--- src/rtl/ps2_receiver_if.sv ---
// PS/2 receiver bus: raw keyboard lines in, decoded scan-code byte and strobes out.
// The receiver drives the outputs through the master modport; a consumer uses slave.
interface ps2_receiver_if;
    logic       ps2_clk;
    logic       ps2_dat;
    logic [7:0] ps2_data;
    logic       ps2_data_clk;
    logic       ps2_err;
    logic       busy;

    modport master (
        input  ps2_clk,
        input  ps2_dat,
        output ps2_data,
        output ps2_data_clk,
        output ps2_err,
        output busy
    );

    modport slave (
        output ps2_clk,
        output ps2_dat,
        input  ps2_data,
        input  ps2_data_clk,
        input  ps2_err,
        input  busy
    );
endinterface

--- src/rtl/ps2_receiver.sv ---
// PS/2 keyboard receiver: synchronises and filters the PS/2 clock, deserialises 11-bit
// frames, checks start/odd-parity/stop and emits one strobe per byte on CLOCK_50.
module ps2_receiver #(
    parameter int unsigned FILTER_LEN = 8,
    parameter int unsigned TIMEOUT    = 100000
) (
    input logic            CLOCK_50,
    input logic            reset,
    ps2_receiver_if.master bus
);

    localparam int unsigned WD_W = $clog2(TIMEOUT + 1);

    typedef enum logic [1:0] {IDLE, SHIFT, PARITY, STOP} state_t;

    logic [1:0] clk_sync_q;
    logic [1:0] dat_sync_q;
    logic       s_clk;
    logic       s_dat;

    logic       fc_q;
    logic [7:0] flt_cnt_q;
    logic       fall_q;

    state_t     state_q, state_d;
    logic [2:0] bit_cnt_q, bit_cnt_d;
    logic [7:0] shift_q, shift_d;
    logic       par_q, par_d;
    logic [WD_W-1:0] wd_q, wd_d;
    logic [7:0] data_q, data_d;
    logic       data_clk_q, data_clk_d;
    logic       err_q, err_d;

    always_ff @(posedge CLOCK_50 or posedge reset) begin
        if (reset) begin
            clk_sync_q <= 2'b11;
            dat_sync_q <= 2'b11;
        end else begin
            clk_sync_q <= {clk_sync_q[0], bus.ps2_clk};
            dat_sync_q <= {dat_sync_q[0], bus.ps2_dat};
        end
    end

    assign s_clk = clk_sync_q[1];
    assign s_dat = dat_sync_q[1];

    // fall_q rises in the same cycle fc_q drops, so it marks the filtered falling edge.
    always_ff @(posedge CLOCK_50 or posedge reset) begin
        if (reset) begin
            fc_q      <= 1'b1;
            flt_cnt_q <= 8'd0;
            fall_q    <= 1'b0;
        end else begin
            fall_q <= 1'b0;
            if (s_clk == fc_q) begin
                flt_cnt_q <= 8'd0;
            end else if (flt_cnt_q == 8'(FILTER_LEN - 1)) begin
                fc_q      <= s_clk;
                flt_cnt_q <= 8'd0;
                fall_q    <= ~s_clk;
            end else begin
                flt_cnt_q <= flt_cnt_q + 8'd1;
            end
        end
    end

    always_ff @(posedge CLOCK_50 or posedge reset) begin
        if (reset) begin
            state_q    <= IDLE;
            bit_cnt_q  <= 3'd0;
            shift_q    <= 8'h00;
            par_q      <= 1'b0;
            wd_q       <= '0;
            data_q     <= 8'h00;
            data_clk_q <= 1'b0;
            err_q      <= 1'b0;
        end else begin
            state_q    <= state_d;
            bit_cnt_q  <= bit_cnt_d;
            shift_q    <= shift_d;
            par_q      <= par_d;
            wd_q       <= wd_d;
            data_q     <= data_d;
            data_clk_q <= data_clk_d;
            err_q      <= err_d;
        end
    end

    always_comb begin
        state_d    = state_q;
        bit_cnt_d  = bit_cnt_q;
        shift_d    = shift_q;
        par_d      = par_q;
        wd_d       = wd_q;
        data_d     = data_q;
        data_clk_d = 1'b0;
        err_d      = 1'b0;

        if (state_q != IDLE && !fall_q) begin
            // A stalled frame is dropped silently; an edge in the timeout cycle takes priority.
            if (wd_q == WD_W'(TIMEOUT - 1)) begin
                state_d = IDLE;
                wd_d    = '0;
            end else begin
                wd_d = wd_q + 1'b1;
            end
        end

        if (fall_q) begin
            unique case (state_q)
                IDLE: begin
                    if (!s_dat) begin
                        state_d   = SHIFT;
                        bit_cnt_d = 3'd0;
                        wd_d      = '0;
                    end
                end
                SHIFT: begin
                    shift_d   = {s_dat, shift_q[7:1]};
                    bit_cnt_d = bit_cnt_q + 3'd1;
                    wd_d      = '0;
                    if (bit_cnt_q == 3'd7) state_d = PARITY;
                end
                PARITY: begin
                    par_d   = s_dat;
                    wd_d    = '0;
                    state_d = STOP;
                end
                STOP: begin
                    state_d = IDLE;
                    wd_d    = '0;
                    if (s_dat && (^{shift_q, par_q})) begin
                        data_d     = shift_q;
                        data_clk_d = 1'b1;
                    end else begin
                        err_d = 1'b1;
                    end
                end
                default: state_d = IDLE;
            endcase
        end
    end

    assign bus.ps2_data     = data_q;
    assign bus.ps2_data_clk = data_clk_q;
    assign bus.ps2_err      = err_q;
    assign bus.busy         = (state_q != IDLE);

endmodule

--- src/flat_wrapper.sv ---
// flat-port wrapper written by rule: the top's interface ports become plain ports
module ps2_receiver_flat 
#(
    parameter int unsigned FILTER_LEN = 8,
    parameter int unsigned TIMEOUT    = 100000
)
  (CLOCK_50, reset, bus_ps2_clk, bus_ps2_dat, bus_ps2_data, bus_ps2_data_clk, bus_ps2_err, bus_busy);
  ps2_receiver_if bus_i ();
  input logic CLOCK_50;
  input logic reset;
  input wire logic [$bits(bus_i.ps2_clk)-1:0] bus_ps2_clk;
  input wire logic [$bits(bus_i.ps2_dat)-1:0] bus_ps2_dat;
  output wire logic [$bits(bus_i.ps2_data)-1:0] bus_ps2_data;
  output wire logic [$bits(bus_i.ps2_data_clk)-1:0] bus_ps2_data_clk;
  output wire logic [$bits(bus_i.ps2_err)-1:0] bus_ps2_err;
  output wire logic [$bits(bus_i.busy)-1:0] bus_busy;
  assign bus_i.ps2_clk = bus_ps2_clk;
  assign bus_i.ps2_dat = bus_ps2_dat;
  assign bus_ps2_data = bus_i.ps2_data;
  assign bus_ps2_data_clk = bus_i.ps2_data_clk;
  assign bus_ps2_err = bus_i.ps2_err;
  assign bus_busy = bus_i.busy;
  ps2_receiver #(.FILTER_LEN(FILTER_LEN), .TIMEOUT(TIMEOUT)) u_core (.CLOCK_50(CLOCK_50), .reset(reset), .bus(bus_i));
endmodule
--- config.mk ---
export PLATFORM = sky130hd
export DESIGN_NAME = ps2_receiver_flat
export DESIGN_NICKNAME = d
export VERILOG_FILES = /design/src/rtl/ps2_receiver_if.sv /design/src/rtl/ps2_receiver.sv /design/src/flat_wrapper.sv
export SDC_FILE = /design/constraint.sdc
export NUM_CORES = 1
export LEC_CHECK = 0
export ABC_CLOCK_PERIOD_IN_PS = 1800
export CAP_MARGIN = 15
export CORE_MARGIN = 2
export CORE_UTILIZATION = 53
export CTS_CLUSTER_SIZE = 25
export DETAILED_ROUTE_END_ITERATION = 8
export GPL_TIMING_DRIVEN = 1
export PLACE_DENSITY_LB_ADDON = 0.3
export SETUP_SLACK_MARGIN = 0.02
export SKIP_CTS_REPAIR_TIMING = 1
export SLEW_MARGIN = 5
export SYNTH_ARGS = -nofsm -noshare
export SYNTH_HDL_FRONTEND = slang
export SYNTH_SLANG_ARGS = --single-unit
--- constraint.sdc ---
create_clock -name CLOCK_50 -period 1.8 [get_ports CLOCK_50]
set_input_delay 0.27 -clock CLOCK_50 [delete_from_list [all_inputs] [get_ports CLOCK_50]]
set_output_delay 0.27 -clock CLOCK_50 [all_outputs]
set_load 0.02 [all_outputs]
Yosys cells after proc, flatten, opt, wreduce, memory -nomap -nowiden

Index checks and enable logic that the tools add are counted.

$add $sub $neg: 3
$mul: 0
Divide/modulo/power cells: 0
Order comparisons: 0
Equal/unequal tests: 8
Shifts and indexed selects: 0
Multiplexer cells: 23
Bitwise gates (word level): 2
Reductions and logical operators: 13

Operators by type and width:

| kind                  | count |
|---|---|
| $mux 17               | 4 |
| $pmux 17 s2           | 1 |
| $add 17x1->17 const B | 1 |
| $eq 17x17->1 const B  | 1 |
| $mux 8                | 2 |
| $mux 2                | 5 |
| $reduce_xor 9->1      | 1 |
| $add 8x1->8 const B   | 1 |
| $eq 8x3->1 const B    | 1 |
| $mux 1                | 8 |
| $pmux 2 s4            | 1 |
| $pmux 3 s2            | 1 |
| $reduce_and 2->1      | 3 |
| $reduce_and 3->1      | 2 |
| $eq 2x2->1 const B    | 2 |
| $reduce_bool 2->1     | 2 |
| $add 3x1->3 const B   | 1 |
| $eq 3x3->1 const B    | 1 |
| $mux 3                | 1 |
| $reduce_or 3->1       | 1 |
| $eq 2x1->1 const B    | 1 |
| $logic_and 1x1->1     | 2 |
| $logic_not 2->1       | 1 |
| $ne 2x2->1 const B    | 1 |
| 3 further kinds       | 4 |

Register bits: 55
Bits in latches: 0
RAM bits: 0
Memory bits (read-only): 0
Input port bits: 4
Output and inout port bits: 11
Memories: 0

Depth between registers and ports, before layout

Gate-level depths: netlist (run 1).

Word-level depth: 6
Gate-level depth with buffers: 6
Gate-level depth less buffers: 6

Worst setup path before layout (run 1)

OpenSTA, ideal clock, no wires.

Path kind: reg-to-reg
Start point: register u_core.shift_q[1]
End point: register u_core.data_q[0] (netlist: u_core.bus.ps2_data[0])
Setup time: 0.125 ns
Data arrival time: 1.690 ns
Path slack: -0.014 ns
Cell stages (with the launch flop): 5
Path buffers: 0
Clock period less this slack: 1.814 ns
Cell sequence: dfrtp_1 -> xor2_1 -> xnor3_2 -> mux2i_4 -> mux2_2

Cells in the longest elaborated chain, start to end: 3

Ends and longest elaborated chain:

| what                              | line                | text |
|---|---|---|
| start: declaration                | ps2_receiver.sv:27  | `logic [7:0] shift_q, shift_d;` |
| start signal: assignment          | ps2_receiver.sv:80  | `shift_q <= shift_d;` |
| $reduce_xor 9->1                  | ps2_receiver.sv:132 | `if (s_dat && (^{shift_q, par_q})) begin` |
| $logic_and 1x1->1                 | ps2_receiver.sv:132 |  |
| $reduce_and 3->1 (no source line) | -                   |  |
| end signal: assignment            | ps2_receiver.sv:83  | `data_q <= data_d;` |
| end: declaration                  | ps2_receiver.sv:30  | `logic [7:0] data_q, data_d;` |

No other way between the ends.
A chain may end at the register's enable or synchronous reset.

Final worst setup path (run 1)

Start point: register u_core.shift_q[3]
End point: register u_core.data_q[3] (netlist: u_core.bus.ps2_data[3])

Cells in the longest elaborated chain, start to end: 3

Ends and longest elaborated chain:

| what                              | line |
|---|---|
| $reduce_xor 9->1                  | ps2_receiver.sv:132 |
| $logic_and 1x1->1                 | ps2_receiver.sv:132 |
| $reduce_and 3->1 (no source line) | - |

Several ways; a longest one is shown, not always the timed one.

==> results.json, run 1 <==
{
  "syn_nets": 244,
  "worst_slew_pin_slew_ps": 393,
  "cp-endpoint": "u_core.bus.ps2_data[3]",
  "tns_ps": -103,
  "ys_ff_latch": 55,
  "hpwlAfterDp_microns": 3030,
  "cts_buffers": 5,
  "power.density_nw_per_um2": 733,
  "share_comb_of_total_power_pct": 7.3,
  "cpMaxStageDelayCell": "xnor3_2",
  "layout-drive-gt1-share_pct": 19.3,
  "drtPass1Iterations": 4,
  "p_seq_share_pct": 60.4,
  "min_path_type": "in -> async",
  "fin_skew_ps": 5.07,
  "cpPeakStageDelay_ps": 480,
  "r2r_start": "u_core.shift_q[3]",
  "cts_max_path_buffers": 2,
  "cp.required_ps": 2000,
  "via_per_inst": 5.47,
  "nets": 276,
  "setup-violations-final": 7,
  "synth_top_area_share_pct": 49.2,
  "dieWidth_microns": 73.3,
  "coreArea_sq_um": 4660,
  "num_vias": 1766,
  "synthesis.instances": 236,
  "antenna_found_initial": 0,
  "synth_cell_types": 38,
  "wirelength_microns": 4300,
  "timing.final.ws_setup_ps": -21.7,
  "maxSlewViolCount": 0,
  "cts_tree": "yes",
  "avgRoutedWirePerCell_microns": 13.3,
  "startpoint_type": "register",
  "end_kind": "register",
  "yosysSeqAreaShare_pct": 54.3,
  "drc": 0,
  "crit_start": "u_core.shift_q[3]",
  "insertion_delay_ps": 310,
  "synth_area_sq_um": 2540,
  "htreeDepth": 2,
  "synth.top_cells.by_area": "dfrtp_1 (49%), dfstp_2 (5.2%), nand2_1 (5.2%)",
  "netSwitchingFraction_pct": 24.0,
  "dieArea_sq_um": 5370,
  "fin_crit_sh_pct": 101,
  "maxCapViolations": 0,
  "internal_power_w": 0.00167,
  "io_pins": 15,
  "run_status": "complete, but fails checks",
  "clk_pin_slew_worst_paths_ps": 100,
  "r2r_slack_ps": -20,
  "start_util_pct": 54.6,
  "grt_pass1_wl_microns": 7290,
  "routabilityCongestion": 0.843,
  "leakage_nw": 1.45,
  "syn_area_per_cell_sq_um": 10.8,
  "cts-root-buf": "clkbuf_8",
  "yosysWarningCount": 0,
  "antenna_left": 0,
  "fmax_mhz": 549,
  "worst-setup-path-type": "reg -> reg",
  "ir_drop_uv": 582,
  "synth_top_cell_by_area": "dfrtp_1",
  "crit_chain": "xnor2_1, xnor3_2, mux2i_4, buf_12, mux2_2",
  "p_sw_w": 0.000529,
  "antennaDiodeCount": 0,
  "grt_max_degree": 32,
  "power.total_w": 0.00220,
  "clock-sinks": 55,
  "relSlewSlack_pct": 73.4,
  "rr_worst_depth": 5,
  "grt.total_usage_pct": 17.9,
  "crit_arrival_ps": 2020,
  "area_growth_pct": 18.2,
  "port_buffers": 14,
  "violations": "negative setup slack",
  "drt-initial-drc-count": 84,
  "layout_min_cycle_time_ps": 1820,
  "path_max_fanout": 9,
  "hold_viol_final": 0,
  "rr_endpoint": "u_core.bus.ps2_data[3]",
  "pwr-share-clk_pct": 32.3,
  "grt_setup_unrepaired": "true",
  "row_count": 25,
  "overflow": 0,
  "pre_cts_slack_ps": -88.9,
  "chipHeight_microns": 73.3,
  "first_global_vias": 1638
}
## worst min-delay path by stage
stage                                     from                   end  slack, ps  cells after the start
final                                    reset   u_core.flt_cnt_q[2]        230                      2
after global routing                     reset   u_core.flt_cnt_q[1]        260                      2
after CTS                                reset   u_core.flt_cnt_q[2]        230                      2
after detailed placement  u_core.dat_sync_q[0]  u_core.dat_sync_q[1]        350                      0
after global placement    u_core.dat_sync_q[0]  u_core.dat_sync_q[1]        350                      0
after floorplan                    bus_ps2_clk  u_core.clk_sync_q[0]        270                      0
## registers in the layout, indices dropped and copies added, names as in the netlist
signal / flops
u_core.bit_cnt_q: 3
u_core.bus.ps2_data: 8
u_core.bus.ps2_data_clk: 1
u_core.bus.ps2_err: 1
u_core.clk_sync_q: 2
u_core.dat_sync_q: 2
u_core.fall_q: 1
u_core.fc_q: 1
u_core.flt_cnt_q: 8
u_core.par_q: 1
u_core.shift_q: 8
u_core.state_q: 2
u_core.wd_q: 17
## per-stage QoR
step	hold WS, ps	std cells	area [sq um]	utilization [%]
6_report	234	323	3010	64.5
5_1_grt	261	323	3010	64.5
4_1_cts	231	321	2970	63.7
3_5_place_dp	347	313	2870	61.6
3_3_place_gp	347	313	2870	61.6
2_1_floorplan	274	236	2540	-
## cells in the mapped netlist
cell	n
a21oi_1	7
a22o_1	2
a32o_1	1
a41oi_1	1
and2_1	2
and3_1	4
and3b_1	1
and4_1	2
and4b_1	1
buf_2	4
buf_6	1
clkbuf_1	5
dfrtp_1	50
dfstp_2	5
ha_1	4
inv_1	6
mux2_2	9
mux2i_4	1
nand2_1	35
nand3_1	8
nand4_1	7
nor2_1	21
nor2b_1	4
nor3_1	1
nor4_1	2
nor4b_1	2
o2111a_1	1
o21ai_0	11
o21ba_2	1
o21bai_4	1
o31ai_1	2
or2_2	3
or3_1	4
or4_1	3
xnor2_1	13
xnor3_2	1
xor2_1	9
xor3_1	1
## power groups by stage
| stage | logic (W) | registers [W] | clock network, W |
|---|---|---|---|
| after floorplan | 0.000124 | 0.00135 | 0 |
| after global placement | 0.000157 | 0.00135 | 0 |
| after detailed placement | 0.000164 | 0.00136 | 0 |
| after CTS | 0.000165 | 0.00133 | 0.000734 |
| after global routing | 0.000183 | 0.00134 | 0.000774 |
| final | 0.000160 | 0.00133 | 0.000713 |
## critical path, delay by kind of cell (launching register included)
kind	cells	cell delay, ps
XOR/XNOR	2	640
flip-flops	1	400
multiplexers	2	530
buffers and inverters	1	150
## layer usage
| layer | GRT usage (%) | routed length, microns | share of wire (%) | up-vias |
|---|---|---|---|---|
| met4 | 8.28 | 69 | 1.6 | 0 |
| met3 | 4.39 | 164 | 3.8 | 6 |
| met5 | 0 | 0 | 0 | - |
| li1 | - | - | - | 870 |
| met1 | 24.3 | 2050 | 48 | 858 |
| met2 | 27.3 | 2030 | 47 | 32 |
## cell families after synthesis
logic type,synth area share [%]
AND/OR/NAND/NOR,19.4
multiplexers,4.87
AO/OA/AOI/OAI,7.13
flip-flops,54.3
XOR/XNOR,9.44
adder cells (fa/ha/maj),1.97
buffers and inverters,2.85
## cell type report
class	count	area (sq um)
Multi-Input combinational cell	165	1100
Tap cell	54	67.6
Timing Repair Buffer	35	338
Sequential cell	55	1380
Fill cell	354	1650
Inverter	6	22.5
Clock inverter	2	16.3
Clock buffer	6	82.6
## layout by cell type (no fill, tap or decap), types with 4 or more instances in the layout
master           count
a21oi_1              7
and3_1               4
buf_4               18
clkbuf_8             6
clkdlybuf4s50_1     13
dfrtp_1             50
dfstp_2              5
ha_1                 4
inv_1                5
mux2_2               8
nand2_1             35
nand3_1              8
nand4_1              7
nor2_1              21
nor2b_1              4
o21ai_0             11
xnor2_1             13
xor2_1               9
(Power assumes the default switching activity.)
==> inputs of run 2 (changes only) <==
- CAP_MARGIN: 15 -> 0
==> results of run 2 <==
Same layout as run 1: the final DEF is identical, and so are final timing and power.
==> inputs of run 3 (changes only) <==
- ABC_CLOCK_PERIOD_IN_PS: 1800 -> 2300
- CORE_UTILIZATION: 53 -> 55
- clock period: 1.8 -> 2.3 ns (I/O delays scaled with it)
==> results.json, run 3 (same netlist as run 1, synthesis figures left out) <==
{
  "maxSlewViolCount": 0,
  "maxCapViolations": 0,
  "avgRoutedWirePerCell_microns": 13.7,
  "rr_endpoint": "u_core.bus.ps2_data[2]",
  "timing.final.ws_setup_ps": 269,
  "cts_max_path_buffers": 2,
  "grt_setup_unrepaired": "false",
  "area_growth_pct": 10.7,
  "min-delay-start": "u_core.dat_sync_q[0]",
  "ir_drop_uv": 360,
  "grt_max_degree": 56,
  "num_vias": 1659,
  "dieArea_sq_um": 5190,
  "startpoint_type": "register",
  "crit_arrival_ps": 1690,
  "cpPeakStageDelay_ps": 540,
  "cp.required_ps": 1960,
  "holdPathStages": 0,
  "path_max_fanout": 9,
  "port_buffers": 14,
  "drtPass1Iterations": 4,
  "insertion_delay_ps": 310,
  "overflow": 0,
  "wirelength_microns": 4150,
  "routabilityCongestion": 0.812,
  "drc": 0,
  "drt-initial-drc-count": 93,
  "cpMaxStageDelayCell": "clkdlybuf4s50_1",
  "cts_buffers": 5,
  "power.density_nw_per_um2": 598,
  "final_common_cell": "dfrtp_1",
  "worst_slew_pin_slew_ps": 393,
  "final_area_sq_um": 2820,
  "r2r_start": "u_core.shift_q[1]",
  "io_pins": 15,
  "hpwlAfterDp_microns": 2890,
  "min_path_type": "reg -> reg",
  "r2r_slack_ps": 360,
  "regMostFlops": "u_core.wd_q",
  "cts_tree": "yes",
  "place_area_sq_um": 2730,
  "grt_pass1_wl_microns": 7400,
  "via_per_inst": 5.49,
  "fmax_mhz": 492,
  "hold_viol_final": 0,
  "rr_worst_depth": 4,
  "leakage_nw": 1.32,
  "end_kind": "primary output",
  "post-route-util_pct": 63.8,
  "dieWidth_microns": 72.0,
  "layout_min_cycle_time_ps": 2030,
  "antennaDiodeCount": 0,
  "antenna_left": 0,
  "pre_cts_slack_ps": 374,
  "crit_buf_inv": 1,
  "cp_top_family": "buffers and inverters",
  "nets": 257,
  "chipHeight_microns": 72.0,
  "fin_skew_ps": 7.02,
  "final_cell_mix": "dfrtp_1 (50), nand2_1 (35), nor2_1 (21), clkdlybuf4s50_1 (14), xnor2_1 (13)",
  "cts-root-buf": "clkbuf_8",
  "crit_chain": "or2_2, clkdlybuf4s50_1",
  "largest_reg_flops": 17,
  "setup-violations-final": 0,
  "coreArea_sq_um": 4410,
  "htreeDepth": 2,
  "grt.total_usage_pct": 18.3,
  "min_to": "u_core.dat_sync_q[1]",
  "worst-setup-path-type": "reg -> out",
  "run_status": "complete, no violations",
  "first_global_vias": 1680,
  "layout-drive-gt1-share_pct": 12.8,
  "tns_ps": 0,
  "antenna_found_initial": 0,
  "relSlewSlack_pct": 73.5,
  "clk_pin_slew_worst_paths_ps": 100,
  "start_util_pct": 57.7,
  "clock-sinks": 55,
  "row_count": 24,
  "fin_crit_sh_pct": 88.3
}
run 3: worst max-delay path by stage:
stage                      startpoint                endpoint  slack, ps  depth (start not counted)
floorplan           u_core.shift_q[1]  u_core.bus.ps2_data[0]        490                          4
global placement    u_core.shift_q[1]  u_core.bus.ps2_data[1]        400                          4
detailed placement  u_core.shift_q[1]  u_core.bus.ps2_data[7]        370                          4
CTS                 u_core.state_q[1]                bus_busy        260                          2
global route        u_core.state_q[1]                bus_busy        200                          2
finish              u_core.state_q[1]                bus_busy        270                          2
run 3: through the flow:
step,hold slack [ps],cells,total power (W)
2_1_floorplan,345,236,0.00115
3_3_place_gp,346,294,0.00118
3_5_place_dp,348,294,0.00118
4_1_cts,363,302,0.00171
5_1_grt,366,302,0.00176
6_report,361,302,0.00169
run 3: routing by layer:
metal  vias to the layer above  GRT usage, %  part of all wire, %
met2                        27          30.3                   48
met1                       797          23.7                   48
met3                         5          3.33                  2.7
met5                         -             0                    0
li1                        830             -                    -
met4                         0          8.18                  1.4
run 3: report_power, final:
group          total, W  switching, W  leakage [nW]  internal, W
registers       0.00104     0.0000327         0.749      0.00101
clock network  0.000525      0.000313        0.0402     0.000213
logic          0.000117     0.0000659         0.532    0.0000512
total           0.00169      0.000412          1.32      0.00127
run 3: worst register-to-register path, stage by stage (launching register included):
cell and delay (ps):
dfrtp_1 430, xor2_1 180, xnor3_2 440, mux2i_4 400
mux2_2 390
run 3: cell type report:
cell class	instances	area [sq um]
Tap cell	52	65.1
Clock inverter	3	20.0
Inverter	6	22.5
Multi-Input combinational cell	165	1090
Fill cell	373	1600
Sequential cell	55	1380
Timing Repair Buffer	16	168
Clock buffer	5	68.8
